--- src/rtl/pipe_stage_reg_pkg.sv ---
// Shared definitions for the MIPS32 inter-stage pipeline registers:
// occupancy encodings, control-field layout and per-stage safe control words.
package pipe_stage_reg_pkg;

   typedef enum logic [1:0] {
      OCC_EMPTY = 2'd0,
      OCC_ONE   = 2'd1,
      OCC_TWO   = 2'd2
   } occ_e;

   // Control word layout: aluop, reg_wr, mem_wr, waddr, type, to_pc, to_hilo
   localparam int CTRL_AOP_LSB    = 0;
   localparam int CTRL_AOP_W      = 5;
   localparam int CTRL_REGWR_BIT  = 5;
   localparam int CTRL_MEMWR_BIT  = 6;
   localparam int CTRL_WADDR_LSB  = 7;
   localparam int CTRL_WADDR_W    = 5;
   localparam int CTRL_TYPE_LSB   = 12;
   localparam int CTRL_TYPE_W     = 2;
   localparam int CTRL_TOPC_BIT   = 14;
   localparam int CTRL_TOHILO_BIT = 15;

   // A bubble must never write a register, memory, PC or hi/lo
   localparam logic [15:0] CTRL_SAFE_IFID  = 16'h0000;
   localparam logic [15:0] CTRL_SAFE_IDEX  = 16'h0000;
   localparam logic [15:0] CTRL_SAFE_EXMEM = 16'h0000;
   localparam logic [15:0] CTRL_SAFE_MEMWB = 16'h0000;

endpackage

--- src/rtl/pipe_stage_reg_stall_counter.sv ---
// Saturating up-counter with synchronous clear (clear beats enable);
// usable for any performance-monitor event.
module pipe_stage_reg_stall_counter #(
   parameter int W = 16
) (
   input  logic         clk,
   input  logic         rst,
   input  logic         clr,
   input  logic         en,
   output logic [W-1:0] count
);

   logic [W-1:0] count_q;
   logic [W-1:0] count_d;

   // next count: clear, saturating increment, or hold
   always_comb begin
      count_d = count_q;
      if (clr) begin
         count_d = {W{1'b0}};
      end else if (en && (count_q != {W{1'b1}})) begin
         count_d = count_q + {{(W-1){1'b0}}, 1'b1};
      end else begin
         count_d = count_q;
      end
   end

   // counter register
   always_ff @(posedge clk or posedge rst) begin
      if (rst) begin
         count_q <= {W{1'b0}};
      end else begin
         count_q <= count_d;
      end
   end

   assign count = count_q;

endmodule

--- src/rtl/pipe_stage_reg.sv ---
// Valid/ready pipeline register between MIPS32 stages with flush, bubble
// control forcing, optional two-entry skid buffer and a stall counter.
module pipe_stage_reg
   import pipe_stage_reg_pkg::*;
#(
   parameter int                DATA_W    = 96,
   parameter int                CTRL_W    = 16,
   parameter logic [CTRL_W-1:0] CTRL_SAFE = {CTRL_W{1'b0}},
   parameter int                SKID      = 1,
   parameter int                CNT_W     = 16
) (
   input  logic              clk,
   input  logic              rst,
   input  logic              flush,
   input  logic              in_valid,
   output logic              in_ready,
   input  logic [DATA_W-1:0] in_data,
   input  logic [CTRL_W-1:0] in_ctrl,
   output logic              out_valid,
   input  logic              out_ready,
   output logic [DATA_W-1:0] out_data,
   output logic [CTRL_W-1:0] out_ctrl,
   output logic [1:0]        occupancy,
   output logic [CNT_W-1:0]  stall_cnt,
   input  logic              stall_cnt_clr
);

   localparam bit SKID_EN = (SKID != 32'sd0);

   occ_e              state_q;
   occ_e              state_d;
   logic              in_ready_q;
   logic              in_ready_d;
   logic [DATA_W-1:0] main_data_q;
   logic [DATA_W-1:0] main_data_d;
   logic [CTRL_W-1:0] main_ctrl_q;
   logic [CTRL_W-1:0] main_ctrl_d;
   logic [CTRL_W-1:0] main_ctrl_nxt;
   logic [DATA_W-1:0] skid_data_q;
   logic [DATA_W-1:0] skid_data_d;
   logic [CTRL_W-1:0] skid_ctrl_q;
   logic [CTRL_W-1:0] skid_ctrl_d;
   logic              accept;
   logic              consume;

   assign out_valid = (state_q != OCC_EMPTY);
   assign accept    = in_valid & in_ready;
   assign consume   = out_valid & out_ready;

   // state, ready and payload registers
   always_ff @(posedge clk or posedge rst) begin
      if (rst) begin
         state_q     <= OCC_EMPTY;
         in_ready_q  <= 1'b1;
         main_data_q <= {DATA_W{1'b0}};
         main_ctrl_q <= CTRL_SAFE;
         skid_data_q <= {DATA_W{1'b0}};
         skid_ctrl_q <= CTRL_SAFE;
      end else begin
         state_q     <= state_d;
         in_ready_q  <= in_ready_d;
         main_data_q <= main_data_d;
         main_ctrl_q <= main_ctrl_d;
         skid_data_q <= skid_data_d;
         skid_ctrl_q <= skid_ctrl_d;
      end
   end

   // next occupancy; flush squashes everything including a same-cycle accept
   always_comb begin
      state_d = state_q;
      if (flush) begin
         state_d = OCC_EMPTY;
      end else begin
         case (state_q)
            OCC_EMPTY: begin
               if (accept) state_d = OCC_ONE;
               else        state_d = OCC_EMPTY;
            end
            OCC_ONE: begin
               if (accept && !consume && SKID_EN) state_d = OCC_TWO;
               else if (!accept && consume)       state_d = OCC_EMPTY;
               else                               state_d = OCC_ONE;
            end
            OCC_TWO: begin
               if (consume) state_d = OCC_ONE;
               else         state_d = OCC_TWO;
            end
            default: state_d = OCC_EMPTY;
         endcase
      end
      in_ready_d = (state_d != OCC_TWO);
   end

   // payload movement: main feeds out_*, skid catches the overflow entry
   always_comb begin
      main_data_d   = main_data_q;
      main_ctrl_nxt = main_ctrl_q;
      skid_data_d   = skid_data_q;
      skid_ctrl_d   = skid_ctrl_q;
      if (flush) begin
         main_ctrl_nxt = CTRL_SAFE;
      end else begin
         case (state_q)
            OCC_EMPTY: begin
               if (accept) begin
                  main_data_d   = in_data;
                  main_ctrl_nxt = in_ctrl;
               end else begin
                  main_ctrl_nxt = main_ctrl_q;
               end
            end
            OCC_ONE: begin
               if (accept && consume) begin
                  main_data_d   = in_data;
                  main_ctrl_nxt = in_ctrl;
               end else if (accept) begin
                  skid_data_d = in_data;
                  skid_ctrl_d = in_ctrl;
               end else begin
                  main_ctrl_nxt = main_ctrl_q;
               end
            end
            OCC_TWO: begin
               if (consume) begin
                  main_data_d   = skid_data_q;
                  main_ctrl_nxt = skid_ctrl_q;
               end else begin
                  main_ctrl_nxt = main_ctrl_q;
               end
            end
            default: main_ctrl_nxt = CTRL_SAFE;
         endcase
      end
      // registered bubble forcing keeps out_ctrl glitch-free
      main_ctrl_d = (state_d == OCC_EMPTY) ? CTRL_SAFE : main_ctrl_nxt;
   end

   assign in_ready  = SKID_EN ? in_ready_q : (!out_valid || out_ready);
   assign out_data  = main_data_q;
   assign out_ctrl  = main_ctrl_q;
   assign occupancy = state_q;

   pipe_stage_reg_stall_counter #(
      .W (CNT_W)
   ) u_stall_counter (
      .clk   (clk),
      .rst   (rst),
      .clr   (stall_cnt_clr),
      .en    (out_valid & ~out_ready),
      .count (stall_cnt)
   );

endmodule

--- config.mk ---
export PLATFORM = sky130hd
export DESIGN_NAME = pipe_stage_reg
export DESIGN_NICKNAME = d
export VERILOG_FILES = /design/src/rtl/pipe_stage_reg_pkg.sv /design/src/rtl/pipe_stage_reg_stall_counter.sv /design/src/rtl/pipe_stage_reg.sv
export SDC_FILE = /design/constraint.sdc
export NUM_CORES = 1
export LEC_CHECK = 0
export CAP_MARGIN = 20
export CORE_MARGIN = 2
export CORE_UTILIZATION = 45
export CTS_BUF_LIST = sky130_fd_sc_hd__clkbuf_2
export CTS_CLUSTER_SIZE = 24
export DETAILED_ROUTE_END_ITERATION = 12
export MAX_ROUTING_LAYER = met4
export PLACE_DENSITY = 0.76
export SYNTH_ARGS = -nofsm -noshare
export SYNTH_HDL_FRONTEND = slang
export SYNTH_SLANG_ARGS = --single-unit
--- constraint.sdc ---
create_clock -name clk -period 7 [get_ports clk]
set_input_delay 0.7 -clock clk [delete_from_list [all_inputs] [get_ports clk]]
set_output_delay 0.7 -clock clk [all_outputs]
set_load 0.1 [all_outputs]
==> metrics.cfg, run 1 <==
[sta]
totalNegativeSetupSlack_ps = 0
grt_setup_unrepaired = no
hold_ws_ps = 500.0
worst_pin_slew_ps = 1054
finalMaxSlewViolations = 0
relSlewSlack = 0.2953
clock_skew_ps = 43.07
final-setup-viol-count = 0
max_freq_ghz = 0.2622
fin_crit_sh = 0.5449
hold_viol = 0
period_minus_slack_ps = 3814

[cells_and_area]
stdcell_count = 1570
fin_util = 0.6051
fin_area_um2 = 13700
drive_gt1_frac = 0.1872
area_growth_syn_to_layout_pct = 32.20
layout.nets = 1359
final_common_cell = clkdlybuf4s50_1
final_cell_mix = clkdlybuf4s50_1 (249), dfrtp_1 (242), nand2_1 (195)

[synthesis]
yosys_warnings = 0
ys_seq_area_frac = 0.5869
synth_xor_area_frac = 0
synthesis.instances = 981
synth_area_um2 = 10360
synth_compound_area_frac = 0.09852
synthSimpleGateAreaFrac = 0.1553
synth_nets = 1102
synthMuxAreaShare = 0.1258
synthAdderAreaFrac = 0.003622
ys_ff_latch = 243
yosysUniqueCellTypes = 36
avgSynthCellArea_um2 = 10.56
synth_top_family_by_area = simple AND/OR/NAND/NOR gates

[floorplan]
fp-row-count = 55
die-area_um2 = 24260
die_w_um = 155.8
fp.dieH_um = 155.8
coreArea_um2 = 22640
pin_count = 250
start_util = 0.4578

[placed_design]
hpwlAfterDp_mm = 15.92
dp_cells = 1454
dpl_cell_area_um2 = 13050
globalplace.congestion = 0.8499
port_buffers = 249

[grt]
grt_pass1_vias = 8234
grt_pass1_wl_mm = 41.04
grt_overflow = 0
grt_usage = 0.2156
antenna_found_initial = 1
grt_start_max_net_pins = 121

[clocking]
hold_buffers = 0
numCtsBuffers = 66
ctsLongestPathBuffers = 3
postCtsSetupRepairBufs = 0
clk_pin_slew_ps = 100
cts_resized = 0
cts_tree = done
worstSkewPairLatency_ps = 770
cts.sinks = 243
cts_root_buffer = clkbuf_2
cts_max_level = 3

[setup_path]
start_kind = flop
worst-setup-path-type = flop to output pin
cp.required_ps = 6300
crit_path_end_kind = output pin
cp_max_fo = 27
worst_ep_arrival_time_ps = 3110

[route]
wire_per_inst_um = 16.12
drc_errors = 0
vias = 8246
drt-pass1-iter-count = 5
drt-total-wl_mm = 25.31
viasPerCell = 5.252
drt_iter0_drc = 428
ant_nets = 0

[power_and_ir_drop]
sw_frac_of_total = 0.4466
p_leak_nw = 5.900
vdd_ir_drop_max_uv = 264.6
seq_power_share = 0.388
combinationalPowerShare = 0.412
intPower_mw = 2.903
clock_power_share = 0.200
p_switching_mw = 2.343
power.density_nw_per_um2 = 383.0

[flow_run]
cap_violations = 0

[outcome]
status = finished clean

[hold_path]
hp-class = input pin to async pin

worst max-delay path: stages, from the launching register on:
cell and delay (ps):
dfrtp_1 980, or2_2 250, clkdlybuf4s50_1 1130
final timing paths:
check / slack [ps] / endpoint / depth (start not counted) / startpoint
max: 3190 / out_valid / 2 / occupancy[1]
min in group clk: 510 / skid_ctrl_q[5] / 1 / skid_ctrl_q[5]
min: 500 / out_data[19] / 3 / rst
max reg2reg: 3410 / skid_ctrl_q[14] / 7 / occupancy[1]
max in group asynchronous: 5110 / skid_data_q[67] / 4 / rst
min reg2reg: 510 / skid_ctrl_q[5] / 1 / skid_ctrl_q[5]
synthesized netlist by cell type:
cell / number / area, µm²
or2_2: 2 / 12.51
a211oi_1: 18 / 135.1
o2bb2ai_1: 1 / 8.760
a31oi_1: 97 / 606.8
nand4_2: 1 / 12.51
dfrtp_1: 242 / 6056
o21bai_4: 1 / 18.77
nor2b_1: 20 / 125.1
or3_1: 4 / 25.02
nand3b_1: 1 / 7.510
nand4_1: 3 / 18.77
a21o_1: 2 / 15.01
o21ai_0: 3 / 15.01
or4_1: 8 / 60.06
nand3_1: 8 / 40.04
a21oi_1: 32 / 160.2
nor3_1: 4 / 20.02
nor3b_1: 1 / 7.510
dfstp_2: 1 / 26.28
mux2_2: 114 / 1284
clkbuf_1: 44 / 165.2
inv_1: 4 / 15.01
nor2_1: 121 / 454.2
clkbuf_2: 2 / 10.01
or4b_2: 1 / 10.01
ha_1: 3 / 37.54
mux2i_1: 2 / 20.02
and2_1: 2 / 12.51
buf_1: 4 / 15.01
buf_2: 21 / 105.1
nor4_1: 3 / 18.77
nor4b_1: 1 / 8.760
o41ai_1: 1 / 8.760
nand2_1: 195 / 732.0
o31ai_1: 7 / 52.55
nand2b_1: 7 / 43.79
state kept, by name, indices dropped and copies added (netlist names):
register               cells
skid_ctrl_q               16
out_data                  96
occupancy                  2
in_ready                   1
out_ctrl                  16
skid_data_q               96
u_stall_counter.count     16
per-layer routing:
| metal | share of wire | up-vias | track usage |
|---|---|---|---|
| li1 | - | 3939 | - |
| met2 | 0.48 | 291 | 0.3380 |
| met3 | 0.072 | 47 | 0.05639 |
| met4 | 0.024 | 0 | 0.08737 |
| met1 | 0.43 | 3969 | 0.2681 |
| met5 | 0 | - | - |
stage by stage:
step / worst slack [ps] / power (mW)
floorplan: 3085 / 3.662
global placement: 3378 / 4.181
detailed placement: 3362 / 4.234
CTS: 3075 / 5.307
global route: 3017 / 5.529
finish: 3186 / 5.247
layout make-up:
type / instances / area [µm²]
diodes: 3 / 7.507
flip-flops and latches: 243 / 6082
repair buffers: 260 / 2600
inverters: 4 / 18.77
clock buffers: 96 / 480.5
clock inverters: 16 / 140.1
multi-input cells: 663 / 4015
fillers: 1868 / 8940
well taps: 285 / 356.6
cells by family (layout without fill, tap and decap cells):
family | after synthesis | count (layout)
fa+ha+maj | 3 | 3
compound gates | 162 | 162
buf+inv | 75 | 376
mux | 116 | 116
simple gates | 382 | 382
other cells | 0 | 3
flops | 243 | 243
power by group through the flow:
stage / logic [mW] / registers (mW) / clock network, mW
floorplan: 0.506 / 3.16 / 0
global placement: 2.14 / 2.04 / 0
detailed placement: 2.17 / 2.06 / 0
CTS: 2.18 / 2.04 / 1.09
global route: 2.26 / 2.09 / 1.18
finish: 2.16 / 2.04 / 1.05
Power figures use the tool's default switching activity.
==> run 2: changes to the inputs <==
- clock period: 7 -> 3.5 ns (I/O delays scaled with it)
==> metrics.cfg, run 2 (synthesis results as in run 1) <==
[clocking]
numCtsBuffers = 61  ; was 66
ctsLongestPathBuffers = 3  ; unchanged
cts_max_level = 2  ; was 3
postCtsSetupRepairBufs = 0  ; unchanged
clk_pin_slew_ps = 90  ; was 100 ps
cts_tree = done  ; unchanged
cts.sinks = 243  ; unchanged
worstSkewPairLatency_ps = 810  ; was 770 ps
cts_root_buffer = clkbuf_2  ; unchanged

[sta]
max_freq_ghz = 0.3353
worst_pin_slew_ps = 1057  ; was 1054 ps
clock_skew_ps = 40.86  ; was 43.07 ps
final-setup-viol-count = 0  ; unchanged
hold_viol = 0  ; unchanged
period_minus_slack_ps = 2982
grt_setup_unrepaired = no  ; unchanged
relSlewSlack = 0.2932  ; was 0.2953
hold_ws_ps = 123.4  ; was 500.0 ps
fin_crit_sh = 0.8520
finalMaxSlewViolations = 0  ; unchanged

[setup_path]
worst_ep_arrival_time_ps = 2630  ; was 3110 ps
worst-setup-path-type = flop to output pin  ; unchanged
crit_slowest_cell = clkdlybuf4s50_1  ; unchanged
cp_max_fo = 12  ; was 27
cp_top_family = buffers and inverters  ; unchanged
crit_buf_inv = 1  ; unchanged
cp.required_ps = 3150  ; was 6300 ps
start_kind = flop  ; unchanged
cpPeakStageDelay_ps = 1220  ; was 1130 ps
crit_path_end_kind = output pin  ; unchanged
cp_cell_sequence = clkdlybuf4s50_1  ; was or2_2 > clkdlybuf4s50_1

[route]
wire_per_inst_um = 16.28  ; was 16.12 µm
drc_errors = 0  ; unchanged
ant_nets = 0  ; unchanged
vias = 8290  ; was 8246
drt_iter0_drc = 435  ; was 428
drt-total-wl_mm = 25.32  ; was 25.31 mm
viasPerCell = 5.331  ; was 5.252
drt-pass1-iter-count = 5  ; unchanged

[power_and_ir_drop]
vdd_ir_drop_max_uv = 432.0  ; was 264.6 µV
p_switching_mw = 4.597  ; was 2.343 mW
sw_frac_of_total = 0.4550  ; was 0.4466
intPower_mw = 5.507  ; was 2.903 mW
p_leak_nw = 5.849  ; was 5.900 nW
power.total_mw = 10.10  ; was 5.247 mW
clock_power_share = 0.168  ; was 0.200
power.density_nw_per_um2 = 740.3  ; was 383.0 nW/µm²
seq_power_share = 0.401  ; was 0.388
combinationalPowerShare = 0.431  ; was 0.412

[cells_and_area]
stdcell_count = 1555  ; was 1570
drive_gt1_frac = 0.1830  ; was 0.1872
area_growth_syn_to_layout_pct = 31.69  ; was 32.20%
layout.nets = 1359  ; unchanged
final_cell_mix = clkdlybuf4s50_1 (247), dfrtp_1 (241), nand2_1 (195)  ; was clkdlybuf4s50_1 (249), dfrtp_1 (242), nand2_1 (195)
final_common_cell = clkdlybuf4s50_1  ; unchanged

[outcome]
status = finished clean  ; unchanged

[floorplan]
pin_count = 250  ; unchanged
fp.dieH_um = 155.8  ; unchanged
die-area_um2 = 24260  ; unchanged
die_w_um = 155.8  ; unchanged
start_util = 0.4578  ; unchanged
coreArea_um2 = 22640  ; unchanged
fp-row-count = 55  ; unchanged

[placed_design]
hpwlAfterDp_mm = 16.34  ; was 15.92 mm
dp_cells = 1459  ; was 1454
port_buffers = 249  ; unchanged
globalplace.congestion = 0.7931  ; was 0.8499

[hold_path]
hp-class = input pin to flop  ; was input pin to async pin

[grt]
grt_pass1_wl_mm = 41.01  ; was 41.04 mm
grt_usage = 0.2137  ; was 0.2156
grt_start_max_net_pins = 106  ; was 121
grt_overflow = 0  ; unchanged
grt_pass1_vias = 8307  ; was 8234
antenna_found_initial = 1  ; unchanged

[flow_run]
cap_violations = 0  ; unchanged

run 2: metrics by stage:
stage | setup slack (ps) | TNS [ps] | area, µm² | util
global placement | 945.2 | 0 | 13180 | 0.5820
global route | 384.0 | 0 | 13650 | 0.6028
CTS | 429.7 | 0 | 13640 | 0.6026
floorplan | -309.5 | -9683 | 10370 | -
detailed placement | 854.1 | 0 | 13180 | 0.5820
finish | 518.0 | 0 | 13650 | 0.6028
run 2: power groups by stage:
stage	Clock (mW)	Combinational, mW	Sequential [mW]
after CTS	1.76	4.38	4.05
final	1.69	4.36	4.05
after floorplan	0	1.01	6.31
after global routing	1.91	4.56	4.15
after global placement	0	4.32	4.06
after detailed placement	0	4.38	4.10
run 2: final cells by class:
class	instances	area, µm²
Clock buffer	85	425.4
Timing Repair Buffer	265	2710
Fill cell	1892	8992
Inverter	4	18.77
Clock inverter	8	31.28
Sequential cell	243	6083
Antenna cell	2	5.005
Multi-Input combinational cell	663	4018
Tap cell	285	356.6
run 2: metal layers:
metal  track usage  up-vias  wire, µm
met5             -        -         0
met4       0.07165        0       589
met3       0.05806       42      1763
met2        0.3388      251     12240
met1        0.2674     4065     10730
li1              -     3932         -
run 2: path summary, 6_finish.rpt:
kind | end | cells past startpoint | start | slack (ps)
worst max-delay path | occupancy[0] | 1 | occupancy[0] | 520
worst min-delay path | out_data[49] | 3 | in_data[49] | 120
worst max register to register | out_data[57] | 8 | occupancy[1] | 820
worst min register to register | skid_ctrl_q[7] | 1 | skid_ctrl_q[7] | 510
max in group asynchronous | out_data[93] | 5 | rst | 2080
min in group asynchronous | out_data[61] | 4 | rst | 610
run 2: timing repair:
action,CTS,global route
gates resized for setup,0,0
hold endpoints to repair,26,0
hold buffers,1,0
==> run 3: changes to the inputs <==
- PLACE_DENSITY: 0.76 -> 0.74
- RECOVER_POWER: unset -> 25
- clock period: 3.5 -> 2.8 ns (I/O delays scaled with it)
==> metrics.cfg, run 3 (synthesis results as in run 1) <==
[setup_path]
cp_max_fo = 35  ; was 12
cp.required_ps = 3470  ; was 3150 ps
worst-setup-path-type = flop to flop  ; was flop to output pin
start_kind = flop  ; unchanged
crit_path_end_kind = flop  ; was output pin
worst_ep_arrival_time_ps = 2980  ; was 2630 ps

[power_and_ir_drop]
vdd_ir_drop_max_uv = 456.7  ; was 432.0 µV
power.density_nw_per_um2 = 893.7  ; was 740.3 nW/µm²
p_leak_nw = 6.360  ; was 5.849 nW

[sta]
clock_skew_ps = 71.25  ; was 40.86 ps
totalNegativeSetupSlack_ps = 0  ; unchanged
max_freq_ghz = 0.4325
hold_viol = 0  ; unchanged
relSlewSlack = 0.07686  ; was 0.2932
worst_pin_slew_ps = 1385  ; was 1057 ps
fin_crit_sh = 0.8257
period_minus_slack_ps = 2312
final-setup-viol-count = 0  ; unchanged
finalMaxSlewViolations = 0  ; unchanged
grt_setup_unrepaired = no  ; unchanged

[clocking]
worstSkewPairLatency_ps = 850  ; was 810 ps
cts_max_level = 2  ; unchanged
cts.sinks = 243  ; unchanged
numCtsBuffers = 61  ; unchanged
cts_tree = done  ; unchanged
ctsLongestPathBuffers = 3  ; unchanged
clk_pin_slew_ps = 100  ; was 90 ps
cts_root_buffer = clkbuf_2  ; unchanged

[route]
wire_per_inst_um = 15.82  ; was 16.28 µm
ant_nets = 0  ; unchanged
drt_iter0_drc = 382  ; was 435
viasPerCell = 5.186  ; was 5.331
drc_errors = 0  ; unchanged
vias = 8546  ; was 8290
drt-total-wl_mm = 26.08  ; was 25.32 mm
drt-pass1-iter-count = 6  ; was 5

[cells_and_area]
drive_gt1_frac = 0.2768  ; was 0.1830
final_common_cell = dfrtp_1  ; was clkdlybuf4s50_1
area_growth_syn_to_layout_pct = 37.31  ; was 31.69%
final_cell_mix = dfrtp_1 (240), nand2_1 (195), buf_4 (140)  ; was clkdlybuf4s50_1 (247), dfrtp_1 (241), nand2_1 (195)
layout.nets = 1441  ; was 1359
fin_util = 0.6285  ; was 0.6028

[hold_path]
hp-class = input pin to flop  ; unchanged

[placed_design]
globalplace.congestion = 0.8274  ; was 0.7931
port_buffers = 249  ; unchanged
hpwlAfterDp_mm = 16.39  ; was 16.34 mm

[floorplan]
die-area_um2 = 24260  ; unchanged
coreArea_um2 = 22640  ; unchanged
die_w_um = 155.8  ; unchanged
start_util = 0.4578  ; unchanged
pin_count = 250  ; unchanged
fp.dieH_um = 155.8  ; unchanged
fp-row-count = 55  ; unchanged

[grt]
grt_pass1_vias = 8457  ; was 8307
grt_start_max_net_pins = 115  ; was 106
grt_usage = 0.2192  ; was 0.2137
grt_overflow = 0  ; unchanged
grt_pass1_wl_mm = 41.95  ; was 41.01 mm
antenna_found_initial = 1  ; unchanged

[outcome]
status = finished clean  ; unchanged

[flow_run]
cap_violations = 0  ; unchanged

-- run 3: cell type report --
| class | count | area (µm²) |
|---|---|---|
| timing repair buffer | 347 | 3222 |
| sequential | 243 | 6085 |
| clock inverter | 15 | 61.31 |
| fill | 1840 | 8411 |
| multi-input combinational | 663 | 4036 |
| inverter | 4 | 16.27 |
| tap | 285 | 356.6 |
| antenna | 1 | 2.502 |
| clock buffer | 90 | 450.4 |
-- run 3: per-layer routing --
layer,track usage,up-vias,routed length [µm]
li1,-,4104,-
met1,0.2731,4147,11280
met2,0.3567,249,12900
met3,0.04556,46,1287
met4,0.07907,0,610
met5,-,-,0
-- run 3: final timing paths --
| kind | end | from | cells past startpoint | slack (ps) |
|---|---|---|---|---|
| setup / recovery | skid_data_q[36] | occupancy[0] | 7 | 490 |
| hold / removal | out_data[42] | in_data[42] | 3 | 100 |
| setup reg to reg | skid_data_q[36] | occupancy[0] | 7 | 490 |
| hold reg to reg | skid_data_q[81] | skid_data_q[81] | 1 | 510 |
| max in group asynchronous | out_data[34] | rst | 4 | 780 |
| min in group asynchronous | skid_data_q[29] | rst | 4 | 720 |
-- run 3: timing repair --
item,4_1_cts,5_1_grt
resized for setup,0,0
setup buffers,0,0
hold endpoints to repair,201,5
hold buffers,72,5
-- run 3: report_power, final --
| part | total (mW) | switching, mW | internal [mW] |
|---|---|---|---|
| Sequential | 5.08 | 0.556 | 4.52 |
| Combinational | 5.42 | 3.90 | 1.52 |
| Clock | 2.22 | 1.37 | 0.852 |
| Total | 12.7 | 5.83 | 6.89 |
-- run 3: critical path, stage by stage, from the launching register on --
cell     delay [ps]
dfrtp_2         530
or2_4           300
and2_4          150
ha_4            150
nor2_1          160
nand3_4         290
buf_12          290
mux2_2          300
-- run 3: through the flow --
stage / worst slack (ps) / std cells / instance area (µm²) / hold WS, ps / total power, mW
global route: 281.4 / 1648 / 14230 / 5.249 / 13.38
finish: 488.1 / 1648 / 14230 / 99.19 / 12.72
CTS: 463.6 / 1642 / 14200 / 0.9120 / 12.82
detailed placement: 288.5 / 1465 / 12970 / 492.3 / 10.49
floorplan: -939.5 / 981 / 10590 / 342.7 / 9.206
global placement: 412.3 / 1465 / 12970 / 485.6 / 10.37
